<file path="config.mk">
export PLATFORM = sky130hd
export DESIGN_NAME = imm_gen_stage
export DESIGN_NICKNAME = d
export VERILOG_FILES = /design/src/rtl/imm_gen_stage_pkg.sv /design/src/rtl/imm_gen_stage_decode.sv /design/src/rtl/imm_gen_stage.sv
export SDC_FILE = /design/constraint.sdc
export NUM_CORES = 1
export LEC_CHECK = 0
export CAP_MARGIN = 15
export CORE_MARGIN = 1
export CORE_UTILIZATION = 40
export CTS_CLUSTER_DIAMETER = 30
export CTS_CLUSTER_SIZE = 12
export DETAILED_ROUTE_END_ITERATION = 8
export SETUP_SLACK_MARGIN = 0.5
export SYNTH_ARGS = -nofsm -noshare
export SYNTH_HDL_FRONTEND = slang
export SYNTH_SLANG_ARGS = --single-unit
</file>
<file path="constraint.sdc">
create_clock -name clk_i -period 5 [get_ports clk_i]
set_clock_uncertainty 0.05 [all_clocks]
set_input_delay 0.75 -clock clk_i [delete_from_list [all_inputs] [get_ports clk_i]]
set_output_delay 0.75 -clock clk_i [all_outputs]
set_load 0.01 [all_outputs]
</file>
<file path="src/rtl/imm_gen_stage_pkg.sv">
// Shared types and opcode constants for the immediate-generation stage.
package imm_gen_stage_pkg;

    // Immediate format tag carried with every decoded instruction
    typedef enum logic [2:0] {
        FMT_NONE = 3'd0,
        FMT_I    = 3'd1,
        FMT_S    = 3'd2,
        FMT_B    = 3'd3,
        FMT_U    = 3'd4,
        FMT_J    = 3'd5,
        FMT_Z    = 3'd6
    } imm_fmt_t;

    // RV32I/RV64I major opcodes (instr[6:0])
    localparam logic [6:0] OP_LUI     = 7'b0110111;
    localparam logic [6:0] OP_AUIPC   = 7'b0010111;
    localparam logic [6:0] OP_ALU_I   = 7'b0010011;
    localparam logic [6:0] OP_ALU_I32 = 7'b0011011;
    localparam logic [6:0] OP_LOAD    = 7'b0000011;
    localparam logic [6:0] OP_STORE   = 7'b0100011;
    localparam logic [6:0] OP_BRANCH  = 7'b1100011;
    localparam logic [6:0] OP_JAL     = 7'b1101111;
    localparam logic [6:0] OP_JALR    = 7'b1100111;
    localparam logic [6:0] OP_SYSTEM  = 7'b1110011;

    // Entries are sized for the widest legal XLEN; narrower builds use the low bits
    localparam int unsigned XLEN_MAX = 64;

    typedef struct packed {
        logic [31:0]         instr;
        logic [XLEN_MAX-1:0] pc;
        logic [XLEN_MAX-1:0] imm;
        imm_fmt_t            fmt;
    } imm_entry_t;

    // Occupancy of the two-entry skid buffer
    typedef enum logic [1:0] {
        OCC_EMPTY = 2'd0,
        OCC_ONE   = 2'd1,
        OCC_FULL  = 2'd2
    } occ_t;

endpackage

</file>
<file path="src/rtl/imm_gen_stage_decode.sv">
// Combinational immediate decoder: extracts and sign-extends the immediate
// of every RV32I/RV64I format plus the CSR zimm field.
module imm_gen_stage_decode
    import imm_gen_stage_pkg::*;
#(
    parameter int unsigned XLEN = 32
) (
    input  logic [31:0]     instr_i,
    output logic [XLEN-1:0] imm_o,
    output imm_fmt_t        fmt_o
);

    logic [31:0] w_raw;
    imm_fmt_t    w_fmt;

    // Build a 32-bit immediate whose bit 31 is the sign (zimm has bit 31 clear)
    always_comb begin
        w_raw = '0;
        w_fmt = FMT_NONE;
        case (instr_i[6:0])
            OP_LUI, OP_AUIPC: begin
                w_fmt = FMT_U;
                w_raw = {instr_i[31:12], 12'b0};
            end
            OP_ALU_I, OP_LOAD, OP_JALR: begin
                w_fmt = FMT_I;
                w_raw = {{20{instr_i[31]}}, instr_i[31:20]};
            end
            OP_ALU_I32: begin
                if (XLEN == 64) begin
                    w_fmt = FMT_I;
                    w_raw = {{20{instr_i[31]}}, instr_i[31:20]};
                end
            end
            OP_STORE: begin
                w_fmt = FMT_S;
                w_raw = {{20{instr_i[31]}}, instr_i[31:25], instr_i[11:7]};
            end
            OP_BRANCH: begin
                w_fmt = FMT_B;
                w_raw = {{19{instr_i[31]}}, instr_i[31], instr_i[7],
                         instr_i[30:25], instr_i[11:8], 1'b0};
            end
            OP_JAL: begin
                w_fmt = FMT_J;
                w_raw = {{11{instr_i[31]}}, instr_i[31], instr_i[19:12],
                         instr_i[20], instr_i[30:21], 1'b0};
            end
            OP_SYSTEM: begin
                if (instr_i[14]) begin
                    w_fmt = FMT_Z;
                    w_raw = {27'b0, instr_i[19:15]};
                end
            end
            default: begin
                w_fmt = FMT_NONE;
                w_raw = '0;
            end
        endcase
    end

    assign imm_o = XLEN'($signed(w_raw));
    assign fmt_o = w_fmt;

endmodule

</file>
<file path="src/rtl/imm_gen_stage.sv">
// Registered immediate-generation stage between decode and issue.
// Decodes on the input side, then buffers {instr, pc, imm, fmt} behind a
// valid/ready handshake with either a two-entry skid buffer or a single register.
module imm_gen_stage
    import imm_gen_stage_pkg::*;
#(
    parameter int unsigned XLEN    = 32,
    parameter bit          SKID_EN = 1'b1
) (
    input  logic            clk_i,
    input  logic            rst_i,
    input  logic            flush_i,
    input  logic            valid_i,
    output logic            ready_o,
    input  logic [31:0]     instr_i,
    input  logic [XLEN-1:0] pc_i,
    output logic            valid_o,
    input  logic            ready_i,
    output logic [31:0]     instr_o,
    output logic [XLEN-1:0] pc_o,
    output logic [XLEN-1:0] imm_o,
    output imm_fmt_t        fmt_o
);

    logic [XLEN-1:0] w_dec_imm;
    imm_fmt_t        w_dec_fmt;
    imm_entry_t      w_in_entry;
    imm_entry_t      w_head;
    logic            w_valid;
    logic            w_ready;

    imm_gen_stage_decode #(
        .XLEN (XLEN)
    ) u_decode (
        .instr_i (instr_i),
        .imm_o   (w_dec_imm),
        .fmt_o   (w_dec_fmt)
    );

    // Pack the incoming instruction into a full-width entry
    always_comb begin
        w_in_entry       = '0;
        w_in_entry.instr = instr_i;
        w_in_entry.pc    = XLEN_MAX'(pc_i);
        w_in_entry.imm   = XLEN_MAX'(w_dec_imm);
        w_in_entry.fmt   = w_dec_fmt;
    end

    if (SKID_EN) begin : g_skid
        occ_t       r_occ;
        imm_entry_t r_main;
        imm_entry_t r_skid;
        logic       r_ready;
        logic       w_in_xfer;
        logic       w_out_xfer;

        assign w_in_xfer  = valid_i & r_ready;
        assign w_out_xfer = (r_occ != OCC_EMPTY) & ready_i;

        // Occupancy FSM: main is always the oldest entry, skid holds the second;
        // ready is registered from the next occupancy so no comb path crosses.
        always_ff @(posedge clk_i) begin
            if (rst_i) begin
                r_occ   <= OCC_EMPTY;
                r_ready <= 1'b1;
                r_main  <= '0;
            end else if (flush_i) begin
                r_occ   <= OCC_EMPTY;
                r_ready <= 1'b1;
            end else begin
                case (r_occ)
                    OCC_EMPTY: begin
                        if (w_in_xfer) begin
                            r_main <= w_in_entry;
                            r_occ  <= OCC_ONE;
                        end
                    end
                    OCC_ONE: begin
                        if (w_in_xfer && w_out_xfer) begin
                            r_main <= w_in_entry;
                        end else if (w_in_xfer) begin
                            r_skid  <= w_in_entry;
                            r_occ   <= OCC_FULL;
                            r_ready <= 1'b0;
                        end else if (w_out_xfer) begin
                            r_occ <= OCC_EMPTY;
                        end
                    end
                    OCC_FULL: begin
                        if (w_out_xfer) begin
                            r_main  <= r_skid;
                            r_occ   <= OCC_ONE;
                            r_ready <= 1'b1;
                        end
                    end
                    default: begin
                        r_occ   <= OCC_EMPTY;
                        r_ready <= 1'b1;
                    end
                endcase
            end
        end

        assign w_head  = r_main;
        assign w_valid = (r_occ != OCC_EMPTY);
        assign w_ready = r_ready;
    end else begin : g_single
        imm_entry_t r_main;
        logic       r_valid;
        logic       w_in_xfer;

        assign w_ready   = ready_i | ~r_valid;
        assign w_in_xfer = valid_i & w_ready;

        // Single pipeline register: refill when empty or when the entry leaves
        always_ff @(posedge clk_i) begin
            if (rst_i) begin
                r_valid <= 1'b0;
                r_main  <= '0;
            end else if (flush_i) begin
                r_valid <= 1'b0;
            end else if (w_in_xfer) begin
                r_main  <= w_in_entry;
                r_valid <= 1'b1;
            end else if (ready_i) begin
                r_valid <= 1'b0;
            end
        end

        assign w_head  = r_main;
        assign w_valid = r_valid;
    end

    assign valid_o = w_valid;
    assign ready_o = w_ready;
    assign instr_o = w_head.instr;
    assign pc_o    = w_head.pc[XLEN-1:0];
    assign imm_o   = w_head.imm[XLEN-1:0];
    assign fmt_o   = w_head.fmt;

    // Upper entry bits are always zero on narrow builds and never reach a port
    if (XLEN < XLEN_MAX) begin : g_narrow
        logic w_unused_hi;
        assign w_unused_hi = ^{w_head.pc[XLEN_MAX-1:XLEN], w_head.imm[XLEN_MAX-1:XLEN]};
    end

endmodule

</file>
==> impl_metrics.env, run 1 <==
export IMPL_diodes=0
export IMPL_cts_resized=0
export IMPL_finalSetupTns_ps=0
export IMPL_cts_buffers=42
export IMPL_die_area_um2=21350
export IMPL_synth_compound_area_share_pct=16.93
export IMPL_p_leak_nw=3.999
export IMPL_final_antenna_net_count=0
export IMPL_ir_worst_vdd_v=0.0002345
export IMPL_grt_pass1_wl_mm=34.62
export IMPL_syn_nets=856
export IMPL_wl_per_cell_um=17.16
export IMPL_crit_path_start_kind="primary input"
export IMPL_antenna_found_initial=0
export IMPL_p_int_w=0.003772
export IMPL_clk_insertion_delay_late_ps=510
export IMPL_drc=0
export IMPL_cp_arrival_ps=3670
export IMPL_core_um2=20300
export IMPL_worst_pin_slew_ps=1142
export IMPL_slew_violations=0
export IMPL_worst_r2r_endpoint="imm_o[6]"
export IMPL_finish_utilization_pct=56.74
export IMPL_pwr_share_clk_pct=54.8
export IMPL_die_h_um=146.1
export IMPL_viasPerCell=5.268
export IMPL_p_sw_w=0.001119
export IMPL_r2r_start="g_skid.r_occ[1]"
export IMPL_synth_xor_area_share_pct=0.1054
export IMPL_rows=52
export IMPL_cts_sinks=201
export IMPL_seq_area_frac_synth_pct=60.36
export IMPL_layout_common_cells="nand2_1 (182), clkdlybuf4s50_1 (168), nor2_1 (117)"
export IMPL_synthArstFlopShare_pct=0
export IMPL_critPathLaunch="instr_i[4]"
export IMPL_min_path_cells=2
export IMPL_path_clk_slew_ps=50
export IMPL_max_cap_viol_count=0
export IMPL_comb_power_share_pct=8.1
export IMPL_netlist_cell_type_count=57
export IMPL_cp_required_ps=5310
export IMPL_rsz0062_at_grt="false"
export IMPL_grt_max_degree=90
export IMPL_wirelength_mm=21.35
export IMPL_cp_end_kind="register"
export IMPL_worst_hold_slack_ps=423.7
export IMPL_nFillCells=1786
export IMPL_crit_fanout=24
export IMPL_finalCritPeriodShare_pct=67.10
export IMPL_dieWidth_um=146.1
export IMPL_min_period_ps=3355
export IMPL_dr_pass1_iters=5
export IMPL_cts_root_buf="clkbuf_16"
export IMPL_worstSetupEndpoint="g_skid.r_skid[32]"
export IMPL_outcome="finished clean"
export IMPL_cts_path_max_buffers=3
export IMPL_hold_buffers=0
export IMPL_gp_congestion=0.7990
export IMPL_grt_usage_pct=20.20
export IMPL_p_per_area_nw_per_um2=424.7
export IMPL_rr_worst_depth=5
export IMPL_synth_seq_cells=201
export IMPL_yosysWarningCount=0
export IMPL_synthAdderAreaFrac_pct=0
export IMPL_swShare_pct=22.88
export IMPL_synth_edff_count=99
export IMPL_sequentialPowerShare_pct=37.1
export IMPL_grt_pass1_vias=6265
export IMPL_timing_final_hold_violations=0
export IMPL_cts_max_level=2
export IMPL_grt_ovfl_total=0
export IMPL_synth_top_family_by_area="simple AND/OR/NAND/NOR gates"
export IMPL_synthFlopType="dfxtp_1"
export IMPL_setup_viol=0
export IMPL_cts_tree="yes"
export IMPL_timing_worst_setup_path_type="in2reg"
export IMPL_layout_drive_gt1_share_pct=11.29
export IMPL_hold_class="reg2reg"
export IMPL_synthSimpleGateAreaFrac_pct=18.12
export IMPL_final_common_cell="nand2_1"
export IMPL_netlist_instances=787
export IMPL_syn_area_per_cell_um2=10.56
export IMPL_reg2reg_slack_ps=2270
export IMPL_num_vias=6553
export IMPL_postCtsSetupBuffers=0
export IMPL_syn_area_um2=8308
export IMPL_muxShareOfSynthArea_pct=0.2560
export IMPL_fmax_mhz=298.0
export IMPL_slew_headroom_pct=23.89
export IMPL_ios=170
export IMPL_io_buffer_count=169
export IMPL_area_growth_pct=38.63
export IMPL_start_util_pct=40.93
export IMPL_first_iter_violations=434
export IMPL_dp_hpwl_mm=13.00
export IMPL_layout_nets=1009
==> synth_stat cells (4+ instances only) <==
cell,number,area share (%)
nand2_1,182,8.2
nor2_1,118,5.3
dfxtp_1,102,25
edfxtp_1,99,36
a311oi_1,71,7.5
clkbuf_1,35,1.6
buf_2,23,1.4
a221oi_1,16,1.7
o31ai_1,11,0.99
a2111oi_2,10,1.8
nand2b_1,10,0.75
o21ai_0,10,0.60
buf_4,9,0.81
and2_1,8,0.60
nand3_1,8,0.48
o22ai_1,7,0.53
inv_1,6,0.27
a22o_1,5,0.53
a2111oi_1,4,0.48
==> kinds of logic (layout without fill, tap and decap cells) <==
family | after synthesis | in the layout
AND/OR/NAND/NOR | 351 | 351
flip-flops | 201 | 201
AO/OA/AOI/OAI | 157 | 157
buffers and inverters | 75 | 262
multiplexers | 2 | 2
XOR/XNOR | 1 | 1
==> worst min-delay path by stage <==
stage | start | to
global placement | imm_o[22] | imm_o[22]
finish | imm_o[27] | imm_o[27]
CTS | imm_o[22] | imm_o[22]
global route | imm_o[28] | imm_o[28]
detailed placement | imm_o[22] | imm_o[22]
floorplan | imm_o[20] | imm_o[20]
==> worst max-delay path: stages <==
cell             delay [ps]
clkdlybuf4s50_1         800
nand4b_2                550
o22ai_2                 900
nand2_1                 470
nand2_1                 170
==> metal layers <==
layer | up-vias | track usage (%) | part of all wire, %
met5 | - | 0 | 0
met4 | 0 | 6.302 | 1.6
met3 | 32 | 3.844 | 5.9
met2 | 218 | 30.48 | 45
met1 | 3113 | 29.25 | 48
li1 | 3190 | - | -
==> registers in the layout (all words and copies together) (netlist names) <==
signal,cells
g_skid.r_skid,99
imm_o,32
instr_o,32
pc_o,32
fmt_o,3
g_skid.r_occ,2
ready_o,1
==> power groups by stage <==
stage               combinational, W  clock [W]  sequential [W]
global route                0.000429    0.00282         0.00182
floorplan                   0.000165          0         0.00186
finish                      0.000394    0.00268         0.00182
detailed placement          0.000395          0         0.00185
global placement            0.000393          0         0.00185
CTS                         0.000397    0.00274         0.00182
==> area by class of cell <==
class | count | area, µm² | share of cell area [%]
clock buffer | 50 | 1101 | 9.560
clock inverter | 28 | 295.3 | 2.564
inverter | 6 | 22.52 | 0.1955
multi-input combinational | 511 | 2964 | 25.74
sequential | 201 | 5015 | 43.54
tap | 270 | 337.8 | 2.933
timing repair buffer | 178 | 1782 | 15.47
==> through the flow <==
| stage | cells | setup WS (ps) | cell area (µm²) | power [W] |
|---|---|---|---|---|
| 2_1_floorplan | 787 | 1099 | 8308 | 0.002028 |
| 3_3_place_gp | 1166 | 1246 | 10120 | 0.002238 |
| 3_5_place_dp | 1166 | 1157 | 10120 | 0.002241 |
| 4_1_cts | 1244 | 1686 | 11520 | 0.004948 |
| 5_1_grt | 1244 | 1380 | 11520 | 0.005068 |
| 6_report | 1244 | 1645 | 11520 | 0.004891 |
No activity file was read; power rests on OpenSTA's default activity.
==> run 2, diff against run 1 <==
- PLACE_DENSITY: default -> 0.67
- clock period: 5 -> 2.8 ns (I/O delays scaled with it)
==> run 2 against run 1 <==
Effect of this change:
- combinational power is 83% higher
- worst hold slack worse by 27 ps
- via count is 2.8% higher
- setup slack worse by 1000 ps
- first-iteration DRC count is 3.9% higher
- cell count is 1.0% higher
- flip-flop and latch count stayed put
==> impl_metrics.env, run 2 (same netlist as run 1, synthesis figures left out) <==
export IMPL_layout_drive_gt1_share_pct=12.06
export IMPL_r2r_start="g_skid.r_occ[0]"
export IMPL_reg2reg_slack_ps=660
export IMPL_start_util_pct=40.93
export IMPL_viasPerCell=5.357
export IMPL_cts_root_buf="clkbuf_16"
export IMPL_final_common_cell="nand2_1"
export IMPL_grt_max_degree=73
export IMPL_setup_viol=0
export IMPL_cts_path_max_buffers=3
export IMPL_finish_utilization_pct=57.64
export IMPL_dp_hpwl_mm=13.30
export IMPL_path_cells="or2_2 -> clkdlybuf4s50_1"
export IMPL_crit_path_max_incr_delay_ps=520
export IMPL_min_from="imm_o[23]"
export IMPL_hold_class="reg2reg"
export IMPL_io_buffer_count=169
export IMPL_largest_reg_flops=99
export IMPL_critPathLaunch="g_skid.r_occ[1]"
export IMPL_timing_worst_setup_path_type="reg2out"
export IMPL_totalPowerFinal_w=0.008831
export IMPL_fmax_mhz=454.6
export IMPL_finalSetupTns_ps=0
export IMPL_fin_ws_ps=600.1
export IMPL_area_growth_pct=40.84
export IMPL_path_buf_inv=1
export IMPL_final_antenna_net_count=0
export IMPL_diodes=0
export IMPL_gp_congestion=0.8137
export IMPL_die_h_um=146.1
export IMPL_grt_pass1_wl_mm=34.81
export IMPL_cp_required_ps=2330
export IMPL_cts_buffers=43
export IMPL_p_leak_nw=4.101
export IMPL_core_um2=20300
export IMPL_timing_final_hold_violations=0
export IMPL_cts_resized=0
export IMPL_postCtsSetupBuffers=0
export IMPL_regMostFlops="g_skid.r_skid"
export IMPL_cts_tree="yes"
export IMPL_path_clk_slew_ps=40
export IMPL_nFillCells=1776
export IMPL_dieWidth_um=146.1
export IMPL_outcome="finished clean"
export IMPL_clk_insertion_delay_late_ps=510
export IMPL_cp_end_kind="primary output"
export IMPL_grt_pass1_vias=6443
export IMPL_drc=0
export IMPL_pre_cts_slack_ps=184.7
export IMPL_ios=170
export IMPL_cp_arrival_ps=1730
export IMPL_worst_pin_slew_ps=722.8
export IMPL_slew_headroom_pct=51.81
export IMPL_rows=52
export IMPL_wirelength_mm=21.70
export IMPL_ir_worst_vdd_v=0.0003924
export IMPL_hold_buffers=0
export IMPL_layout_common_cells="nand2_1 (182), clkdlybuf4s50_1 (168), nor2_1 (117)"
export IMPL_dr_pass1_iters=6
export IMPL_die_area_um2=21350
export IMPL_crit_slowest_cell="dfxtp_1"
export IMPL_cts_max_level=2
export IMPL_rsz0062_at_grt="false"
export IMPL_finalCritPeriodShare_pct=78.57
export IMPL_grt_ovfl_total=0
export IMPL_crit_fanout=9
export IMPL_worst_hold_slack_ps=396.7
export IMPL_min_period_ps=2200
export IMPL_path_delay_family="flip-flops"
export IMPL_wl_per_cell_um=17.26
export IMPL_layout_nets=1021
export IMPL_cts_sinks=201
export IMPL_num_vias=6734
export IMPL_max_cap_viol_count=0
export IMPL_first_iter_violations=451
export IMPL_grt_usage_pct=20.38
export IMPL_crit_path_start_kind="register"
export IMPL_antenna_found_initial=0
export IMPL_p_per_area_nw_per_um2=754.7
export IMPL_slew_violations=0
==> run 2: routing by layer <==
metal | vias to the layer above | global-route usage [%] | share of wire [%] | routed length, µm
met5 | - | 0 | 0 | 0
met4 | 0 | 8.125 | 2.9 | 623
met3 | 43 | 5.031 | 7.7 | 1672
met2 | 260 | 30.24 | 44 | 9488
met1 | 3211 | 28.53 | 46 | 9915
li1 | 3220 | - | - | -
==> run 2: stage by stage <==
| stage | std cells | cell area [µm²] |
|---|---|---|
| floorplan | 787 | 8313 |
| CTS | 1257 | 11700 |
| detailed placement | 1177 | 10280 |
| finish | 1257 | 11700 |
| global placement | 1177 | 10280 |
| global route | 1257 | 11700 |
==> run 2: path summary, 6_finish.rpt <==
check	to	depth (start not counted)
hold reg to reg	imm_o[23]	2
setup reg to reg	imm_o[17]	4
setup / recovery	valid_o	2
hold / removal	imm_o[23]	2
==> run 2: tightest hold or removal path: cells and delay by family (launching register included) <==
kind,cells,cell delay (ps)
compound gates,1,50
flops,1,320
simple gates,1,50
==> run 2: power breakdown <==
group / switching [W] / internal [W]
registers: 0.0000522 / 0.00319
clock network: 0.00155 / 0.00332
logic: 0.000356 / 0.000364
total: 0.00196 / 0.00687
==> run 2: layout make-up <==
class / instances / area (µm²) / area share [%]
clock buffer: 58 / 1182 / 10.10
clock inverter: 22 / 240.2 / 2.053
inverter: 6 / 22.52 / 0.1925
multi-input combinational: 511 / 2964 / 25.33
sequential: 201 / 5015 / 42.86
tap: 270 / 337.8 / 2.887
timing repair buffer: 189 / 1939 / 16.57
